$ cat config.mk
export PLATFORM = sky130hd
export DESIGN_NAME = load_store_unit
export DESIGN_NICKNAME = d
export VERILOG_FILES = /design/src/rtl/load_store_unit.sv
export SDC_FILE = /design/constraint.sdc
export NUM_CORES = 1
export LEC_CHECK = 0
export BUFFER_PORTS_ARGS = -buffer_cell sky130_fd_sc_hd__buf_2
export CAP_MARGIN = 20
export CORE_MARGIN = 2
export CORE_UTILIZATION = 46
export CTS_CLUSTER_DIAMETER = 30
export DETAILED_ROUTE_END_ITERATION = 7
export PLACE_DENSITY = 0.77
export SLEW_MARGIN = 20
export SYNTH_ARGS = -nofsm -noshare
export SYNTH_HDL_FRONTEND = slang
export SYNTH_SLANG_ARGS = --single-unit
$ cat constraint.sdc
create_clock -name clk -period 1.9 [get_ports clk]
set_input_delay 0.38 -clock clk [delete_from_list [all_inputs] [get_ports clk]]
set_output_delay 0.38 -clock clk [all_outputs]
set_load 0.01 [all_outputs]
$ cat src/rtl/load_store_unit.sv
// RV32I load/store unit over a single-port word memory with one-cycle read latency.
// Sub-word stores use read-modify-write; misaligned, out-of-range or illegal requests are rejected.
module load_store_unit #(
    parameter int unsigned MEM_AW = 12
) (
    input  logic        clk,
    input  logic        rst_n,
    input  logic        req_valid,
    output logic        req_ready,
    input  logic        req_we,
    input  logic [2:0]  req_funct3,
    input  logic [31:0] req_addr,
    input  logic [31:0] req_wdata,
    output logic        resp_valid,
    output logic [31:0] resp_rdata,
    output logic        resp_err,
    output logic        mem_write_en,
    output logic [31:0] mem_addr,
    output logic [31:0] mem_write_data,
    input  logic [31:0] mem_read_data
);

    typedef enum logic [1:0] {IDLE, READ, DATA, WRITE} state_t;

    state_t      r_state;
    logic        r_we;
    logic [2:0]  r_funct3;
    logic [1:0]  r_off;
    logic [15:0] r_wdata;

    logic        w_err;
    logic [7:0]  w_byte;
    logic [15:0] w_half;
    logic [31:0] w_load;
    logic [31:0] w_merged;

    assign req_ready = (r_state == IDLE);

    always_comb begin
        w_err = 1'b0;
        if (req_we)
            w_err = (req_funct3 > 3'b010);
        else
            w_err = (req_funct3 inside {3'b011, 3'b110, 3'b111});
        if (req_funct3[1:0] == 2'b01 && req_addr[0])
            w_err = 1'b1;
        if (req_funct3[1:0] == 2'b10 && req_addr[1:0] != 2'b00)
            w_err = 1'b1;
        if (req_addr[31:MEM_AW+2] != '0)
            w_err = 1'b1;
    end

    // The same lane selection serves both load extraction and the RMW merge.
    always_comb begin
        w_byte = mem_read_data[{r_off, 3'b000} +: 8];
        w_half = r_off[1] ? mem_read_data[31:16] : mem_read_data[15:0];
        case (r_funct3)
            3'b000:  w_load = {{24{w_byte[7]}}, w_byte};
            3'b100:  w_load = {24'h000000, w_byte};
            3'b001:  w_load = {{16{w_half[15]}}, w_half};
            3'b101:  w_load = {16'h0000, w_half};
            default: w_load = mem_read_data;
        endcase
        w_merged = mem_read_data;
        if (r_funct3[0])
            w_merged[{r_off[1], 4'b0000} +: 16] = r_wdata;
        else
            w_merged[{r_off, 3'b000} +: 8] = r_wdata[7:0];
    end

    always_ff @(posedge clk or negedge rst_n) begin
        if (!rst_n) begin
            r_state        <= IDLE;
            r_we           <= 1'b0;
            r_funct3       <= '0;
            r_off          <= '0;
            r_wdata        <= '0;
            resp_valid     <= 1'b0;
            resp_rdata     <= '0;
            resp_err       <= 1'b0;
            mem_write_en   <= 1'b0;
            mem_addr       <= '0;
            mem_write_data <= '0;
        end else begin
            resp_valid <= 1'b0;
            case (r_state)
                IDLE: begin
                    if (req_valid) begin
                        if (w_err) begin
                            resp_valid <= 1'b1;
                            resp_err   <= 1'b1;
                            resp_rdata <= '0;
                        end else begin
                            r_we     <= req_we;
                            r_funct3 <= req_funct3;
                            r_off    <= req_addr[1:0];
                            r_wdata  <= req_wdata[15:0];
                            mem_addr <= {{(32-MEM_AW){1'b0}}, req_addr[MEM_AW+1:2]};
                            if (req_we && req_funct3 == 3'b010) begin
                                mem_write_en   <= 1'b1;
                                mem_write_data <= req_wdata;
                                r_state        <= WRITE;
                            end else begin
                                r_state <= READ;
                            end
                        end
                    end
                end
                READ: r_state <= DATA;
                DATA: begin
                    if (r_we) begin
                        mem_write_data <= w_merged;
                        mem_write_en   <= 1'b1;
                        r_state        <= WRITE;
                    end else begin
                        resp_valid <= 1'b1;
                        resp_rdata <= w_load;
                        resp_err   <= 1'b0;
                        r_state    <= IDLE;
                    end
                end
                WRITE: begin
                    mem_write_en <= 1'b0;
                    resp_valid   <= 1'b1;
                    resp_rdata   <= '0;
                    resp_err     <= 1'b0;
                    r_state      <= IDLE;
                end
                default: r_state <= IDLE;
            endcase
        end
    end

endmodule

# [Word level (Yosys, flattened, before mapping)]
# Cells that the tools add are included.
[classes] multipliers=0 div=0 muxes=36 n_shift=5 eq_ne=18 reduce_logical=15 magnitude_cmp=1 addsub=2 n_bitwise=1
[ops] op="two-way mux 32 bit" n=8
[ops] op="case mux 32 bit (4 select lines)" n=1
[ops] op="case mux 32 bit (3 select lines)" n=1
[ops] op="bitwise mux 32 bit" n=2
[ops] op="case mux 32 bit (2 select lines)" n=1
[ops] op="variable shift 16 x 7 -> 32 bit, first input constant" n=1
[ops] op="variable shift 8 x 7 -> 32 bit, first input constant" n=1
[ops] op="variable part select 16 x 7 -> 32 bit" n=1
[ops] op="variable part select 32 x 6 -> 8 bit" n=1
[ops] op="variable part select 8 x 7 -> 32 bit" n=1
[ops] op="nonzero test 18 bit" n=1
[ops] op="two-way mux 16 bit" n=1
[ops] op="two-way mux 1 bit" n=14
[ops] op="negation 5 -> 7 bit" n=2
[ops] op="equality test 3 bit, second input constant" n=4
[ops] op="AND reduction 5 bit" n=2
[ops] op="case mux 1 bit (3 select lines)" n=3
[ops] op="two-way mux 2 bit" n=4
[ops] op="inequality test 2 bit, second input constant" n=4
[ops] op="case mux 2 bit (4 select lines)" n=1
[ops] op="equality test 2 bit, second input constant" n=3
[ops] op="equality test 3 x 2 -> 1 bit, second input constant" n=2
[ops] op="nonzero test 3 bit" n=2
[ops] op="equality test 2 x 1 -> 1 bit, second input constant" n=2
[ops] op="11 further kinds" n=15
[word_totals] ram_bits=0 latchBits=0 wordCells=89 n_memories=0 inputBits=103 mem_bits_ro=0 ff_bits=103 out_inout_bits=100

# [Depth between registers and ports, before layout]
[logic_depth] ltp_word=9 depth_mapped=9 depth_no_buf=7

# [Least setup slack after synthesis]
# No wires, ideal clock.
[synth_path] path_type="reg2reg" from="register r_off[1]" to="register mem_write_data[16]" required_time_ns=1.835 arrival_time_ns=2.032 slack_ns=-0.197 stages_incl_launch_ff=9 n_path_buf=1 synth_period_minus_slack_ns=2.097 setup_ns=0.065 path_cell_list="dfrtp_1 -> buf_4 -> inv_1 -> ha_1 -> nand2_1 -> nor3_1 -> a221oi_1 -> o31ai_1 -> mux2_2"
[synth_via] elab_chain_cells=6 word_cells_on_any_way=11 cone_classes="add/sub (2); shift (4); mux (5)"
[synth_rtl] item="start: declaration" line_no="28" source="logic [1:0] r_off;"
[synth_rtl] item="start signal: assignment" line_no="96" source="r_off <= req_addr[1:0];"
[synth_rtl] item="negation 5 -> 7 bit, on equally long branches" line_no="66, 68"
[synth_rtl] item="variable part select 16 x 7 -> 32 bit, or another cell as far along" line_no="66" source="w_merged[{r_off[1], 4'b0000} +: 16] = r_wdata;"
[synth_rtl] item="bitwise mux 32 bit, on equally long branches" line_no="66, 68"
[synth_rtl] item="two-way mux 32 bit (*)" line_no="65" source="if (r_funct3[0])"
[synth_rtl] item="two-way mux 32 bit (*)" line_no="111" source="if (r_we) begin"
[synth_rtl] item="case mux 32 bit (2 select lines) (*)" line_no="86" source="case (r_state)"
[synth_rtl] item="end signal: assignment" line_no="101" source="mem_write_data <= req_wdata;"
[synth_rtl] item="end signal: assignment" line_no="112" source="mem_write_data <= w_merged;"
[synth_rtl] item="end: declaration" line_no="19" source="output logic [31:0] mem_write_data,"
# Mark *: on every way between the ends. The rest lies on a longest branch, timed or not. The select of a mux whose other input is x is not followed.
# A chain may end at the register's enable or synchronous reset.

# [Final worst setup path]
[layout_path] from="register r_off[1]" to="register mem_write_data[4]"
# The elaborated chain is that of the path after synthesis.

==> parameters.txt <==
Parameter                              Value

Global routing
  Global-route wire length before repair ... approximately 29 mm
  Remaining global-route overflow ... 0
  Global-route total usage across every layer ... 0.263
  Pin count of the biggest net entering global routing ... 104
  Antenna violations before repair ... 0
  Via count of the first global-routing pass ... around 5500

Die
  Total I/O pin count ... 203
  Floorplan die area ... 14000 µm²
  DIE HEIGHT ... roughly 120 µm
  Die outline width ... 118 µm
  Rows ... 41
  Starting Density ... 0.474
  Floorplan core area ... 12700 µm²

Place
  Pre-CTS worst setup slack ... -378 ps
  Quantity of I/O buffers inserted on ports ... 182
  Placed insts ... 930
  HPWL after detailed placement ... 13.5 mm
  Routability-driven placement congestion ratio ... roughly 0.95

Pwr
  Power density over the cells ... 1070 nW/µm²
  Max VDD drop ... 708 µV
  Leakage dissipation ... about 4.3 nW

STA
  Final worst clock skew ... 7.34 ps
  Total of endpoints with negative setup slack in the final report ... 28
  Final hold violation count ... 0
  Worst hold slack after final layout ... slightly above 70 ps
  F_max ... between 0.4 and 0.5 GHz
  Ratio of final minimum period to clock period ... 1.06
  Accumulated negative setup slack ... -1370 ps
  Relative slew margins ... 0.606
  Fin. max-slew vios ... 0
  Fin crit period ... between 2000 and 2500 ps
  Unrepaired setup endpoints after global routing ... yes
  Setup slack after layout ... -113 ps
  Worst-margin pin slew ... 591 ps

Status
  Failing checks ... setup timing
  Run status ... finished with violations

Clock tree
  Sink Count ... roughly 100
  Worst-skew pair later-pin latency ... 360 ps
  Post-CTS clock slew at the launch and capture registers of the worst setup and hold paths ... around 70 ps
  H-tree lvl count ... 3
  Max clock buf depth ... 2
  TritonCTS Buffers ... 9
  Clock tree root buffer cell ... sky130_fd_sc_hd__clkbuf_16
  Clock tree from TritonCTS ... built

Drt
  Post-DR wirelength/cell ... 20.1 µm
  Number of nets with antenna violations after detailed routing ... 0
  Post-route DRC ... 0
  Initial drt markers ... 553
  Met1 WL ... 7.76 mm
  Per-cell via count in the routed design ... 5.88
  Met2 wire len ... 9.30 mm
  Routed wire length ... 19.3 mm
  Router iterations before antenna repair ... 5
  Total via count after detailed routing ... ~5600
  DR top layer ... met4
  Met3 wire len ... 1.65 mm

Yosys
  Most instantiated flip-flop cell in the synthesis netlist ... sky130_fd_sc_hd__dfrtp_1
  Count of distinct cell types in the synthesized netlist ... 46
  Average cell area after synthesis ... 10.5 µm²
  Gate Count Post-Synth ... 575
  Largest cells by area after synthesis ... sky130_fd_sc_hd__dfrtp_1, sky130_fd_sc_hd__mux2i_1, sky130_fd_sc_hd__mux2_2
  Number of enable flip-flop cells after synthesis ... 0
  Flip-flop and latch count after synthesis ... 103
  Proportion of synthesized chip area in sequential cells ... 0.428
  Async S/R FF share, synth ... 1.00
  Largest area contributor in the netlist ... sky130_fd_sc_hd__dfrtp_1
  Yosys top cell area share ... 0.428
  Mapped Area ... 6030 µm²
  Total of warnings raised by yosys ... 0

Worst setup path
  Arrival time reported for the critical path endpoint ... 2300 ps
  Nature of the critical path startpoint ... register
  WP data required ... 2180 ps
  Path type of the worst setup path ... reg -> reg
  Element type at the critical path end ... register
  Crit path max fanout ... 4

Final layout
  Number of nets in the layout ... 888
  Layout cell share with drive strength beyond 1 ... 0.494
  Antenna cell count ... 0
  Syn-to-layout area delta ... 37.0%
  Post-Layout Cell Count ... around 960

Min path
  Worst hold-check path type ... in -> async

Job
  Max-cap violation count ... 0
==> cells in the mapped netlist (all sizes together), types with 4 or more instances <==
| master | instances |
|---|---|
| a211oi | 26 |
| a21oi | 35 |
| a221oi | 40 |
| a22o | 17 |
| and2 | 7 |
| buf | 40 |
| clkbuf | 22 |
| dfrtp | 103 |
| ha | 5 |
| inv | 44 |
| mux2 | 54 |
| mux2i | 54 |
| nand2 | 27 |
| nand2b | 19 |
| nand3 | 5 |
| nor2 | 8 |
| nor3 | 10 |
| nor4 | 4 |
| o21ai | 22 |
| o22ai | 6 |
| o31ai | 8 |
==> final timing paths <==
check	depth (start not counted)	startpoint	to	slack, ps
setup / recovery	9	r_off[1]	mem_write_data[4]	-110
hold / removal	2	rst_n	mem_write_data[10]	70
setup reg to reg	9	r_off[1]	mem_write_data[4]	-110
hold reg to reg	1	mem_write_data[16]	mem_write_data[16]	500
max in group asynchronous	2	rst_n	r_funct3[0]	1400
min in group clk	2	req_addr[10]	mem_addr[8]	250
==> cells in the final DEF (no fill, tap or decap), types with 8 or more instances in the layout <==
cell	instances
sky130_fd_sc_hd__a211oi_1	10
sky130_fd_sc_hd__a211oi_2	15
sky130_fd_sc_hd__a21oi_1	30
sky130_fd_sc_hd__a221oi_2	32
sky130_fd_sc_hd__a22o_1	17
sky130_fd_sc_hd__buf_2	181
sky130_fd_sc_hd__buf_4	39
sky130_fd_sc_hd__buf_6	8
sky130_fd_sc_hd__clkbuf_16	9
sky130_fd_sc_hd__conb_1	20
sky130_fd_sc_hd__dfrtp_1	100
sky130_fd_sc_hd__inv_1	38
sky130_fd_sc_hd__mux2_2	42
sky130_fd_sc_hd__mux2_4	11
sky130_fd_sc_hd__mux2i_1	54
sky130_fd_sc_hd__nand2_1	26
sky130_fd_sc_hd__nand2b_1	18
sky130_fd_sc_hd__nor3_1	8
sky130_fd_sc_hd__o21ai_0	22
sky130_fd_sc_hd__o31ai_1	8
==> timing repair <==
| item | CTS | global route |
|---|---|---|
| gates resized for setup | 56 | 44 |
| gates cloned | 1 | 0 |
| setup buffers | 5 | 5 |
| endpoints found under the setup margin | 52 | 40 |
| hold buffers | 0 | 0 |
| pin swaps | 28 | 28 |
==> state kept, by name, indices dropped and copies added, names as in the netlist <==
register and flops:
r_wdata 16, resp_rdata 32, r_state 2, r_we 1, r_off 2, mem_write_data 32, r_funct3 3, resp_valid 1
mem_write_en 1, mem_addr 12, resp_err 1
==> stage by stage <==
step | power, W | utilization | cell area [µm²]
after CTS | 0.00874 | 0.627 | 7980
after detailed placement | 0.00666 | 0.572 | 7270
final | 0.00880 | 0.649 | 8260
after global routing | 0.00927 | 0.649 | 8260
after global placement | 0.00654 | 0.572 | 7270
after floorplan | 0.00538 | - | 6110
==> cells by family after synthesis <==
group	count (synthesis)	synth area share
adder cells (fa/ha/maj)	5	0.0104
flip-flops	103	0.428
buffers and inverters	106	0.0878
AND/OR/NAND/NOR	88	0.0779
multiplexers	110	0.204
other	1	0.000622
AO/OA/AOI/OAI	162	0.192
==> routing by layer <==
layer	up-vias	global-route usage
met5	-	0
met4	0	0.0841
met3	58	0.0685
met2	318	0.431
met1	2750	0.341
li1	2498	-
==> report_power, final <==
group          leakage (nW)  internal, W  switching (W)
sequential             1.33      0.00277       0.000319
clock                 0.160      0.00119       0.000810
combinational          2.80      0.00169        0.00201
total                  4.29      0.00566        0.00314
==> critical path, stage by stage (launching register included) <==
cell                       delay, ps
sky130_fd_sc_hd__dfrtp_2         420
sky130_fd_sc_hd__buf_6           130
sky130_fd_sc_hd__inv_6            60
sky130_fd_sc_hd__ha_4            230
sky130_fd_sc_hd__nor4bb_4        360
sky130_fd_sc_hd__buf_4           210
sky130_fd_sc_hd__a221oi_1         90
sky130_fd_sc_hd__a211oi_2        230
sky130_fd_sc_hd__a21oi_1          70
sky130_fd_sc_hd__mux2i_1         130
==> cell type report <==
class | instances | area, µm²
clock buffers | 11 | 243
clock inverters | 5 | 78.8
fillers | 966 | 4460
inverters | 44 | 188
multi-input cells | 385 | 3480
flip-flops and latches | 103 | 2580
well taps | 172 | 215
repair buffers | 237 | 1480
Note: power is estimated with default switching activity, not from simulation.
